## src/rtl/riscv_pkg.sv

```systemverilog
// rtl/riscv_pkg.sv - shared memory-access types, LSU state encoding and lane helpers
package riscv_pkg;

  localparam int DATA_W = 32;
  localparam int BE_W   = DATA_W / 8;

  typedef enum logic [1:0] {
    MT_WORD = 2'b00,
    MT_BYTE = 2'b01,
    MT_HALF = 2'b10
  } mem_type_t;

  typedef enum logic [2:0] {
    LS_IDLE  = 3'd0,
    LS_REQ0  = 3'd1,
    LS_WAIT0 = 3'd2,
    LS_REQ1  = 3'd3,
    LS_WAIT1 = 3'd4,
    LS_DONE  = 3'd5
  } lsu_state_t;

  // Right-aligned byte mask of the access size; encoding 11 behaves as a word.
  function automatic logic [BE_W-1:0] type_mask(input logic [1:0] mem_type);
    case (mem_type)
      MT_BYTE: type_mask = 4'b0001;
      MT_HALF: type_mask = 4'b0011;
      default: type_mask = 4'b1111;
    endcase
  endfunction

endpackage

```

## src/rtl/lsu_align.sv

```systemverilog
// rtl/lsu_align.sv - byte-lane steering, byte enables, split detection and load extension
module lsu_align
  import riscv_pkg::*;
(
  input  logic [1:0]        mem_type_i,
  input  logic              mem_sign_i,
  input  logic [1:0]        offset_i,
  input  logic [DATA_W-1:0] wdata_i,
  input  logic [DATA_W-1:0] beat0_i,
  input  logic [DATA_W-1:0] beat1_i,
  output logic              split_o,
  output logic [BE_W-1:0]   be0_o,
  output logic [BE_W-1:0]   be1_o,
  output logic [DATA_W-1:0] wdata0_o,
  output logic [DATA_W-1:0] wdata1_o,
  output logic [DATA_W-1:0] rdata_o
);

  logic [2*BE_W-1:0]   be_wide;
  logic [2*DATA_W-1:0] wdata_wide;
  logic [2*DATA_W-1:0] merged;
  logic                unused_merged_hi;

  always_comb begin
    split_o = 1'b0;
    if (mem_type_i == MT_HALF) begin
      split_o = (offset_i == 2'd3);
    end else if (mem_type_i != MT_BYTE) begin
      split_o = (offset_i != 2'd0);
    end
  end

  // Shifting into a double-width word yields both beats at once: the low
  // half is the first transaction, the spill-over is the second.
  always_comb begin
    be_wide    = {4'b0000, type_mask(mem_type_i)} << offset_i;
    wdata_wide = {{DATA_W{1'b0}}, wdata_i} << {offset_i, 3'b000};
  end

  assign be0_o    = be_wide[BE_W-1:0];
  assign be1_o    = be_wide[2*BE_W-1:BE_W];
  assign wdata0_o = wdata_wide[DATA_W-1:0];
  assign wdata1_o = wdata_wide[2*DATA_W-1:DATA_W];

  always_comb begin
    merged = {(split_o ? beat1_i : {DATA_W{1'b0}}), beat0_i} >> {offset_i, 3'b000};
    case (mem_type_i)
      MT_BYTE: rdata_o = {{24{~mem_sign_i & merged[7]}}, merged[7:0]};
      MT_HALF: rdata_o = {{16{~mem_sign_i & merged[15]}}, merged[15:0]};
      default: rdata_o = merged[DATA_W-1:0];
    endcase
  end

  assign unused_merged_hi = ^merged[2*DATA_W-1:DATA_W];

endmodule

```

## src/rtl/lsu_ctrl.sv

```systemverilog
// rtl/lsu_ctrl.sv - load/store unit FSM driving a request/grant data-memory port
module lsu_ctrl
  import riscv_pkg::*;
#(
  parameter int DATA_WIDTH = DATA_W
) (
  input  logic                    clk_i,
  input  logic                    rst_i,
  input  logic                    Req_i,
  input  logic                    MemWrite_i,
  input  logic [1:0]              MemType_i,
  input  logic                    MemSign_i,
  input  logic [DATA_WIDTH-1:0]   Addr_i,
  input  logic [DATA_WIDTH-1:0]   WriteData_i,
  output logic                    Busy_o,
  output logic                    Done_o,
  output logic [DATA_WIDTH-1:0]   ReadData_o,
  output logic                    MemReq_o,
  output logic                    MemWe_o,
  output logic [DATA_WIDTH-1:0]   MemAddr_o,
  output logic [DATA_WIDTH/8-1:0] MemBe_o,
  output logic [DATA_WIDTH-1:0]   MemWData_o,
  input  logic                    MemGnt_i,
  input  logic                    MemRValid_i,
  input  logic [DATA_WIDTH-1:0]   MemRData_i
);

  localparam logic [2:0] ST_IDLE  = LS_IDLE;
  localparam logic [2:0] ST_REQ0  = LS_REQ0;
  localparam logic [2:0] ST_WAIT0 = LS_WAIT0;
  localparam logic [2:0] ST_REQ1  = LS_REQ1;
  localparam logic [2:0] ST_WAIT1 = LS_WAIT1;
  localparam logic [2:0] ST_DONE  = LS_DONE;

  logic [2:0]              state_q, state_d;
  logic                    write_q, write_d;
  logic [1:0]              type_q, type_d;
  logic                    sign_q, sign_d;
  logic [1:0]              off_q, off_d;
  logic [DATA_WIDTH-1:0]   wdata_q, wdata_d;
  logic [DATA_WIDTH-3:0]   waddr_q, waddr_d;
  logic [DATA_WIDTH-1:0]   beat0_q, beat0_d;
  logic [DATA_WIDTH-1:0]   rdata_q, rdata_d;
  logic                    mem_req_q, mem_req_d;
  logic                    mem_we_q, mem_we_d;
  logic [DATA_WIDTH-1:0]   mem_addr_q, mem_addr_d;
  logic [DATA_WIDTH/8-1:0] mem_be_q, mem_be_d;
  logic [DATA_WIDTH-1:0]   mem_wdata_q, mem_wdata_d;

  logic                    idle;
  logic [1:0]              al_type;
  logic                    al_sign;
  logic [1:0]              al_off;
  logic [DATA_WIDTH-1:0]   al_wdata;
  logic [DATA_WIDTH-1:0]   al_beat0;
  logic                    al_split;
  logic [DATA_WIDTH/8-1:0] al_be0, al_be1;
  logic [DATA_WIDTH-1:0]   al_wdata0, al_wdata1, al_rdata;
  logic [DATA_WIDTH-1:0]   next_addr;

  // In IDLE the lane logic sees the live request so the first beat can be
  // registered at acceptance; afterwards it works from the latched copy.
  assign idle      = (state_q == ST_IDLE);
  assign al_type   = idle ? MemType_i   : type_q;
  assign al_sign   = idle ? MemSign_i   : sign_q;
  assign al_off    = idle ? Addr_i[1:0] : off_q;
  assign al_wdata  = idle ? WriteData_i : wdata_q;
  assign al_beat0  = (state_q == ST_WAIT0) ? MemRData_i : beat0_q;
  assign next_addr = {waddr_q + 1'b1, 2'b00};

  lsu_align u_align (
    .mem_type_i (al_type),
    .mem_sign_i (al_sign),
    .offset_i   (al_off),
    .wdata_i    (al_wdata),
    .beat0_i    (al_beat0),
    .beat1_i    (MemRData_i),
    .split_o    (al_split),
    .be0_o      (al_be0),
    .be1_o      (al_be1),
    .wdata0_o   (al_wdata0),
    .wdata1_o   (al_wdata1),
    .rdata_o    (al_rdata)
  );

  always_comb begin
    state_d     = state_q;
    write_d     = write_q;
    type_d      = type_q;
    sign_d      = sign_q;
    off_d       = off_q;
    wdata_d     = wdata_q;
    waddr_d     = waddr_q;
    beat0_d     = beat0_q;
    rdata_d     = rdata_q;
    mem_req_d   = mem_req_q;
    mem_we_d    = mem_we_q;
    mem_addr_d  = mem_addr_q;
    mem_be_d    = mem_be_q;
    mem_wdata_d = mem_wdata_q;

    case (state_q)
      ST_IDLE: begin
        if (Req_i) begin
          write_d     = MemWrite_i;
          type_d      = MemType_i;
          sign_d      = MemSign_i;
          off_d       = Addr_i[1:0];
          wdata_d     = WriteData_i;
          waddr_d     = Addr_i[DATA_WIDTH-1:2];
          mem_req_d   = 1'b1;
          mem_we_d    = MemWrite_i;
          mem_addr_d  = {Addr_i[DATA_WIDTH-1:2], 2'b00};
          mem_be_d    = al_be0;
          mem_wdata_d = al_wdata0;
          state_d     = ST_REQ0;
        end
      end
      ST_REQ0: begin
        if (MemGnt_i) begin
          if (!write_q) begin
            mem_req_d = 1'b0;
            state_d   = ST_WAIT0;
          end else if (al_split) begin
            // Second store beat issues straight after the first grant.
            mem_addr_d  = next_addr;
            mem_be_d    = al_be1;
            mem_wdata_d = al_wdata1;
            state_d     = ST_REQ1;
          end else begin
            mem_req_d = 1'b0;
            mem_we_d  = 1'b0;
            state_d   = ST_DONE;
          end
        end
      end
      ST_WAIT0: begin
        if (MemRValid_i) begin
          beat0_d = MemRData_i;
          if (al_split) begin
            mem_req_d   = 1'b1;
            mem_we_d    = 1'b0;
            mem_addr_d  = next_addr;
            mem_be_d    = al_be1;
            mem_wdata_d = al_wdata1;
            state_d     = ST_REQ1;
          end else begin
            rdata_d = al_rdata;
            state_d = ST_DONE;
          end
        end
      end
      ST_REQ1: begin
        if (MemGnt_i) begin
          mem_req_d = 1'b0;
          mem_we_d  = 1'b0;
          state_d   = write_q ? ST_DONE : ST_WAIT1;
        end
      end
      ST_WAIT1: begin
        if (MemRValid_i) begin
          rdata_d = al_rdata;
          state_d = ST_DONE;
        end
      end
      ST_DONE: state_d = ST_IDLE;
      default: state_d = ST_IDLE;
    endcase
  end

  always_ff @(posedge clk_i or posedge rst_i) begin
    if (rst_i) begin
      state_q     <= ST_IDLE;
      write_q     <= 1'b0;
      type_q      <= 2'b00;
      sign_q      <= 1'b0;
      off_q       <= 2'b00;
      wdata_q     <= '0;
      waddr_q     <= '0;
      beat0_q     <= '0;
      rdata_q     <= '0;
      mem_req_q   <= 1'b0;
      mem_we_q    <= 1'b0;
      mem_addr_q  <= '0;
      mem_be_q    <= '0;
      mem_wdata_q <= '0;
    end else begin
      state_q     <= state_d;
      write_q     <= write_d;
      type_q      <= type_d;
      sign_q      <= sign_d;
      off_q       <= off_d;
      wdata_q     <= wdata_d;
      waddr_q     <= waddr_d;
      beat0_q     <= beat0_d;
      rdata_q     <= rdata_d;
      mem_req_q   <= mem_req_d;
      mem_we_q    <= mem_we_d;
      mem_addr_q  <= mem_addr_d;
      mem_be_q    <= mem_be_d;
      mem_wdata_q <= mem_wdata_d;
    end
  end

  assign Busy_o     = (state_q != ST_IDLE);
  assign Done_o     = (state_q == ST_DONE);
  assign ReadData_o = rdata_q;
  assign MemReq_o   = mem_req_q;
  assign MemWe_o    = mem_we_q;
  assign MemAddr_o  = mem_addr_q;
  assign MemBe_o    = mem_be_q;
  assign MemWData_o = mem_wdata_q;

endmodule
```

## config.mk

```make
export PLATFORM = sky130hd
export DESIGN_NAME = lsu_ctrl
export DESIGN_NICKNAME = d
export VERILOG_FILES = /design/src/rtl/riscv_pkg.sv /design/src/rtl/lsu_align.sv /design/src/rtl/lsu_ctrl.sv
export SDC_FILE = /design/constraint.sdc
export NUM_CORES = 1
export LEC_CHECK = 0
export CORE_MARGIN = 3
export CORE_UTILIZATION = 54
export CTS_BUF_LIST = sky130_fd_sc_hd__clkbuf_16
export DETAILED_ROUTE_END_ITERATION = 7
export PLACE_DENSITY = 0.81
export SLEW_MARGIN = 20
export SYNTH_ARGS = -nofsm -noshare
export SYNTH_HDL_FRONTEND = slang
export SYNTH_HIERARCHICAL = 1
export SYNTH_SLANG_ARGS = --single-unit
```

## constraint.sdc

```tcl
create_clock -name clk_i -period 8.51 [get_ports clk_i]
set_input_delay 1.2765 -clock clk_i [delete_from_list [all_inputs] [get_ports clk_i]]
set_output_delay 1.2765 -clock clk_i [all_outputs]
set_load 0.02 [all_outputs]
```

# After elaboration in Yosys (flattened, before gate mapping)
# Cells that the tools add are included.
[totals]
ff_bits = 205
elab_cells = 108
output_inout_bits = 104
in_bits = 105
[op_classes]
reduce_logical = 13
n_mux = 55
add_sub_neg = 1
n_bitwise = 3
shift = 3
n_eq_ne = 19
[op_table]
columns = ["op", "count"]
rows = [
  ["$mux W32", 16],
  ["$pmux W32 S3", 2],
  ["$pmux W32 S2", 2],
  ["$shl A32 B5 Y64", 1],
  ["$shr A64 B5 Y32", 1],
  ["$add A30 B1 Y30 const B", 1],
  ["$mux W3", 7],
  ["$mux W4", 5],
  ["$mux W1", 16],
  ["$ne A2 B2 Y1 const B", 8],
  ["$pmux W3 S5", 1],
  ["$pmux W4 S3", 1],
  ["$reduce_and A5 Y1", 2],
  ["$pmux W1 S4", 2],
  ["$pmux W4 S2", 1],
  ["$reduce_and A8 Y1", 1],
  ["$shl A4 B2 Y8", 1],
  ["$reduce_and A7 Y1", 1],
  ["$eq A3 B2 Y1 const B", 2],
  ["$eq A3 B3 Y1 const B", 2],
  ["$reduce_bool A3 Y1", 2],
  ["$eq A2 B2 Y1 const B", 2],
  ["$mux W2", 2],
  ["$ne A2 B1 Y1 const B", 2],
  ["other kinds (10)", 13],
]

# Depth between registers and ports, before layout
[depth]
word_depth = 12
ltp_mapped = 18
ltp_nobuf = 12

# By module
# Netlist, hierarchy kept.
[modules_own_cells]
columns = ["module", "area_per_inst_um2", "cells_each", "instances", "seq_area_each_um2"]
rows = [
  ["lsu_ctrl", 9824.4, 922, 1, 5079.9],
  ["lsu_align", 2354.8, 296, 1, 0.0],
]

# Least setup slack after synthesis
# Ideal clock, no wire load.
[synth_timing]
path_kind = "input to register"
from = "input port MemType_i[0]"
to = "register mem_addr_q[14], in the netlist MemAddr_o[14]"
arrival_ps = 3391
cell_stages = 13
t_required_ps = 8379
n_path_buf = 3
path_slack_ps = 4988
setup_time_ps = 131
path_cell_list = "mux2_2 inv_1 ha_1 nor2b_1 buf_2 nor2_1 a22o_1 nor2b_1 o21bai_2 buf_8 nand2b_4 buf_4 o211ai_1"
[synth_between]
elab_chain_cells = 8
word_cells_on_any_way = 10
classes_between = "eq/ne: 2; mux: 8"
[synth_lines]
columns = ["element", "line", "rtl"]
rows = [
  ["start, declared", "lsu_ctrl.sv:11", "input logic [1:0] MemType_i,"],
  ["$mux W2 *", "lsu_ctrl.sv:64", "assign al_type = idle ? MemType_i : type_q;"],
  ["$ne A2 B1 Y1", "lsu_align.sv:28", "end else if (mem_type_i != MT_BYTE) begin"],
  ["$mux W1", "lsu_align.sv:28", ""],
  ["$mux W1 *", "lsu_align.sv:26", "if (mem_type_i == MT_HALF) begin"],
  ["net al_split", "lsu_ctrl.sv:56", "logic al_split;"],
  ["$mux W32 *", "--", ""],
  ["$mux W32 (2 in a row)", "--", ""],
  ["$pmux W32 S3 *", "--", ""],
  ["end signal, assigned", "lsu_ctrl.sv:199", "mem_addr_q <= mem_addr_d;"],
  ["end, declared", "lsu_ctrl.sv:46", "logic [DATA_WIDTH-1:0] mem_addr_q, mem_addr_d;"],
]
# The timed path passes the listed nets; every way through them passes the cells marked *. The select of a mux whose other input is x is not followed.
# A chain may end at the register's enable or synchronous reset.

# Worst setup path in the final report
[layout_timing]
from = "register state_q[0]"
to = "register mem_wdata_q[20], in the netlist MemWData_o[20]"
[layout_between]
elab_chain_cells = 9
word_cells_on_any_way = 25
classes_between = "eq/ne: 9; shift: 1; mux: 11; reduce/logical: 4"
[layout_lines]
columns = ["element", "line", "rtl"]
rows = [
  ["start, declared", "lsu_ctrl.sv:35", "logic [2:0] state_q, state_d;"],
  ["start signal, assigned", "lsu_ctrl.sv:188", "state_q <= state_d;"],
  ["$logic_not A3 Y1 *", "lsu_ctrl.sv:63", "assign idle = (state_q == ST_IDLE);"],
  ["$mux W2 *", "lsu_ctrl.sv:66", "assign al_off = idle ? Addr_i[1:0] : off_q;"],
  ["net al_off[1]", "lsu_ctrl.sv:53", "logic [1:0] al_off;"],
  ["$reduce_bool A2 Y1", "lsu_align.sv:29", "split_o = (offset_i != 2'd0);"],
  ["$mux W1", "lsu_align.sv:28", ""],
  ["$mux W1 *", "lsu_align.sv:26", ""],
  ["net al_split", "lsu_ctrl.sv:56", ""],
  ["$mux W32 *", "lsu_ctrl.sv:124, lsu_ctrl.sv:140", ""],
  ["$mux W32", "lsu_ctrl.sv:121", "if (!write_q) begin"],
  ["$mux W32", "lsu_ctrl.sv:120", "if (MemGnt_i) begin"],
  ["$pmux W32 S3 *", "lsu_ctrl.sv:102", "case (state_q)"],
  ["end signal, assigned", "lsu_ctrl.sv:201", "mem_wdata_q <= mem_wdata_d;"],
  ["end, declared", "lsu_ctrl.sv:48", "logic [DATA_WIDTH-1:0] mem_wdata_q, mem_wdata_d;"],
]
# Marks and branches as above.

==> run metrics <==
Total GRT Usage=24.8%; EDFF count, synth=0; Bufs on Longest Clock Path=3; flop-to-flop setup slack=about 3100 ps; Post-CTS Hold Buffers=0; grt total ovfl=0; # DRC=0; vias in the first global route=9267; CTS resizes=0; xor and xnor area share after synthesis=under 10%; worst r2r path cells=11; Syn Area/Cell=approximately 10 µm²; Hold WC Path Type=reg2reg; multiplexer area fraction after synthesis=a little under a quarter; Final ANT Viol Nets=0; Simple-Gate Fraction of Synth Area=between 15 and 20%; worst r2r src=state_q[0]; Clock transition at path regs=about 60 ps; cell area power density=433 mW/mm²; main combinational cell family by area after synthesis=multiplexers; Tcrit/Tclk final=between 60% and 70%; placer congestion estimate=around 0.92; max-slew violations=0; Initial DRC Count=650; Main synth FF type=dfrtp_1; CTS Root Cell=clkbuf_16; initial antenna violation count=3; dpl cells=roughly 1600; layout net count=1483; layout cells sized above 1=between 10% and 20%; CP endpoint=MemWData_o[20]; min Tclk post-route=5380 ps; Hold Fails Final Rpt=0; WL per Instance=approximately 18 µm; Worst setup SP type=flop; CTS tree=yes; first-pass GRT wire length=~49000 µm; FF+latch count, synth=a little over 200; RSZ-0062 raised after global routing=false; reg2reg end=MemWData_o[20]; Setup crit start=state_q[0]; slew at the pin with the worst max-slew slack=between 900 and 1000 ps; Worst IR Drop VDD=0.000254 V; Post-CTS Setup Inserts=0; asr flop ratio synth=100%; die area=around 0.024 mm²; Syn Std Cell Area=around 0.012 mm²; DRT Pass-1 Iters=5; Synth Area in Adders=less than 1%; port bufs=a little over 200; gate count of the mapped netlist=roughly 1200; Site Rows=54; setup TNS=0 ps; setup violation total in the final timing report=0; Cell variety after synth=73; Worst Path Arrival=between 5000 and 6000 ps; Synth warnings=6; Worst-Skew Late Latency=500 ps; CTS Buf Count=23; io pins=~210; Critical Path RT=8860 ps; initial cell density of the core=a little under three fifths; Routed WL=just over 30000 µm; Die Y=between 150 and 200 µm; antenna cells=0; CP Capture Type=flop; Die X-Extent=between 150 and 200 µm; via count=9458; HPWL Detailed=approximately 21000 µm; largest net degree at the start of global routing=about 130; vias per cell=between 5 and 6; Max-cap violations=0; Seq/Total Area, Yosys=41.7%; CTS H-tree lvls=1; # clock sinks=approximately 200; clk_skew=between 10 and 15 ps; area grow syn2layout=20.9%; final cell count without fillers=around 1700; status=completed; Core ar.=about 0.022 mm²; Lkg Pwr=around 6.7 nW; Synth Area in Compound Gates=9.46%; crit path kind=reg2reg; worst-path fanout max=between 70 and 80; fmax=around 190 MHz; Slew HR=a little over a third
cell families after synthesis:
family | after synthesis
compound gates | 166
xor+xnor | 25
fa+ha+maj | 4
buf+inv | 117
flops | 203
mux | 253
other cells | 2
simple gates | 448
power breakdown:
part	switching (mW)	leakage, nW	internal [mW]
Sequential	0.316	2.55	1.42
Combinational	2.09	3.83	1.68
Clock	0.378	0.330	0.483
Total	2.78	6.70	3.58
registers in the layout, summed over array words and instances, names as in the netlist:
register,count
MemReq_o,1
waddr_q,30
write_q,1
MemWe_o,1
off_q,2
state_q,3
beat0_q,32
type_q,2
wdata_q,32
MemAddr_o,30
ReadData_o,32
sign_q,1
MemWData_o,32
MemBe_o,4
synthesized netlist by cell type, types with 5 or more instances:
master    number  area (µm²)
nand4_1        8        50.1
a22o_1         9        78.8
nor3_1         5        25.0
buf_6         11         124
o21ai_0       45         225
mux2i_1       87         871
buf_2         29         145
o31ai_1        6        45.0
o211ai_1       9        67.6
xor2_1        13         114
o32ai_2        7         114
mux2_1        25         282
clkbuf_1      12        45.0
buf_4         31         233
mux2_2       133        1500
xnor2_1       12         105
o21ai_1       33         165
nand2_1      284        1070
nand3_2       12         120
a22oi_1       13        97.6
mux4_2         8         180
a21oi_1       16        80.1
dfrtp_1      203        5080
nor2_1        47         176
and2_1        12        75.1
o22a_1         5        43.8
inv_1         22        82.6
nor2b_1       18         113
nand3_1       21         105
and3_1        10        62.6
worst min path at each step:
| stage | end | depth (start not counted) | slack [ps] | startpoint |
|---|---|---|---|---|
| 6_report | wdata_q[19] | 2 | 470 | wdata_q[19] |
| 5_1_grt | wdata_q[2] | 2 | 490 | wdata_q[2] |
| 4_1_cts | wdata_q[19] | 2 | 470 | wdata_q[19] |
| 3_5_place_dp | wdata_q[19] | 2 | 460 | wdata_q[19] |
| 3_3_place_gp | wdata_q[30] | 2 | 450 | wdata_q[30] |
| 2_1_floorplan | off_q[0] | 2 | 440 | off_q[0] |
metrics by stage:
step | worst slack [ps] | instance area (µm²) | hold slack [ps] | util [%] | total power, mW
after floorplan | 1690 | 12200 | 442 | - | 4.52
after global placement | 2980 | 14100 | 452 | 63.9 | 5.38
after detailed placement | 2840 | 14100 | 458 | 63.9 | 5.49
after CTS | 3110 | 14700 | 473 | 66.8 | 6.38
after global routing | 2680 | 14700 | 491 | 66.8 | 6.81
final | 3130 | 14700 | 470 | 66.8 | 6.37
worst max-delay path, cell delays in order (launching register included):
cell and delay, ps:
dfrtp_1 560, nor3_4 230, buf_4 480, mux2_2 390, buf_4 380, nor2b_1 840, nor2_1 80, a22o_1 280
nor2b_1 200, o21bai_4 800, buf_4 670, o21ai_0 210
metal layers:
metal	GRT usage, %	share of wire, %	up-vias
met5	0	0.075	-
met3	4.74	7.1	60
li1	-	-	4517
met1	35.4	45	4522
met2	38.9	46	353
met4	6.84	2.3	6
layout make-up:
type,instances,area (µm²)
fill,1706,7310
timing repair buffer,217,2140
clock buffer,23,576
multi-input combinational,907,6420
inverter,22,90.1
clock inverter,15,58.8
tap,280,350
sequential,203,5080
placed cells by master, fill, tap and decap left out, types with 10 or more instances in the layout:
cell | netlist | routed
nor2_1 | 47 | 47
dfrtp_1 | 203 | 203
nor2b_1 | 18 | 18
nand3_2 | 12 | 12
a22oi_1 | 13 | 13
mux2_2 | 133 | 132
mux2i_1 | 87 | 87
mux2_1 | 25 | 25
clkdlybuf4s50_1 | 0 | 206
nand3_1 | 21 | 21
o21ai_0 | 45 | 45
and2_1 | 12 | 11
clkbuf_16 | 0 | 23
buf_4 | 31 | 11
a21oi_1 | 16 | 16
conb_1 | 2 | 11
o21ai_1 | 33 | 33
inv_1 | 22 | 26
and3_1 | 10 | 10
xor2_1 | 13 | 13
xnor2_1 | 12 | 12
nand2_1 | 284 | 284
Note: power is estimated with default switching activity, not from simulation.
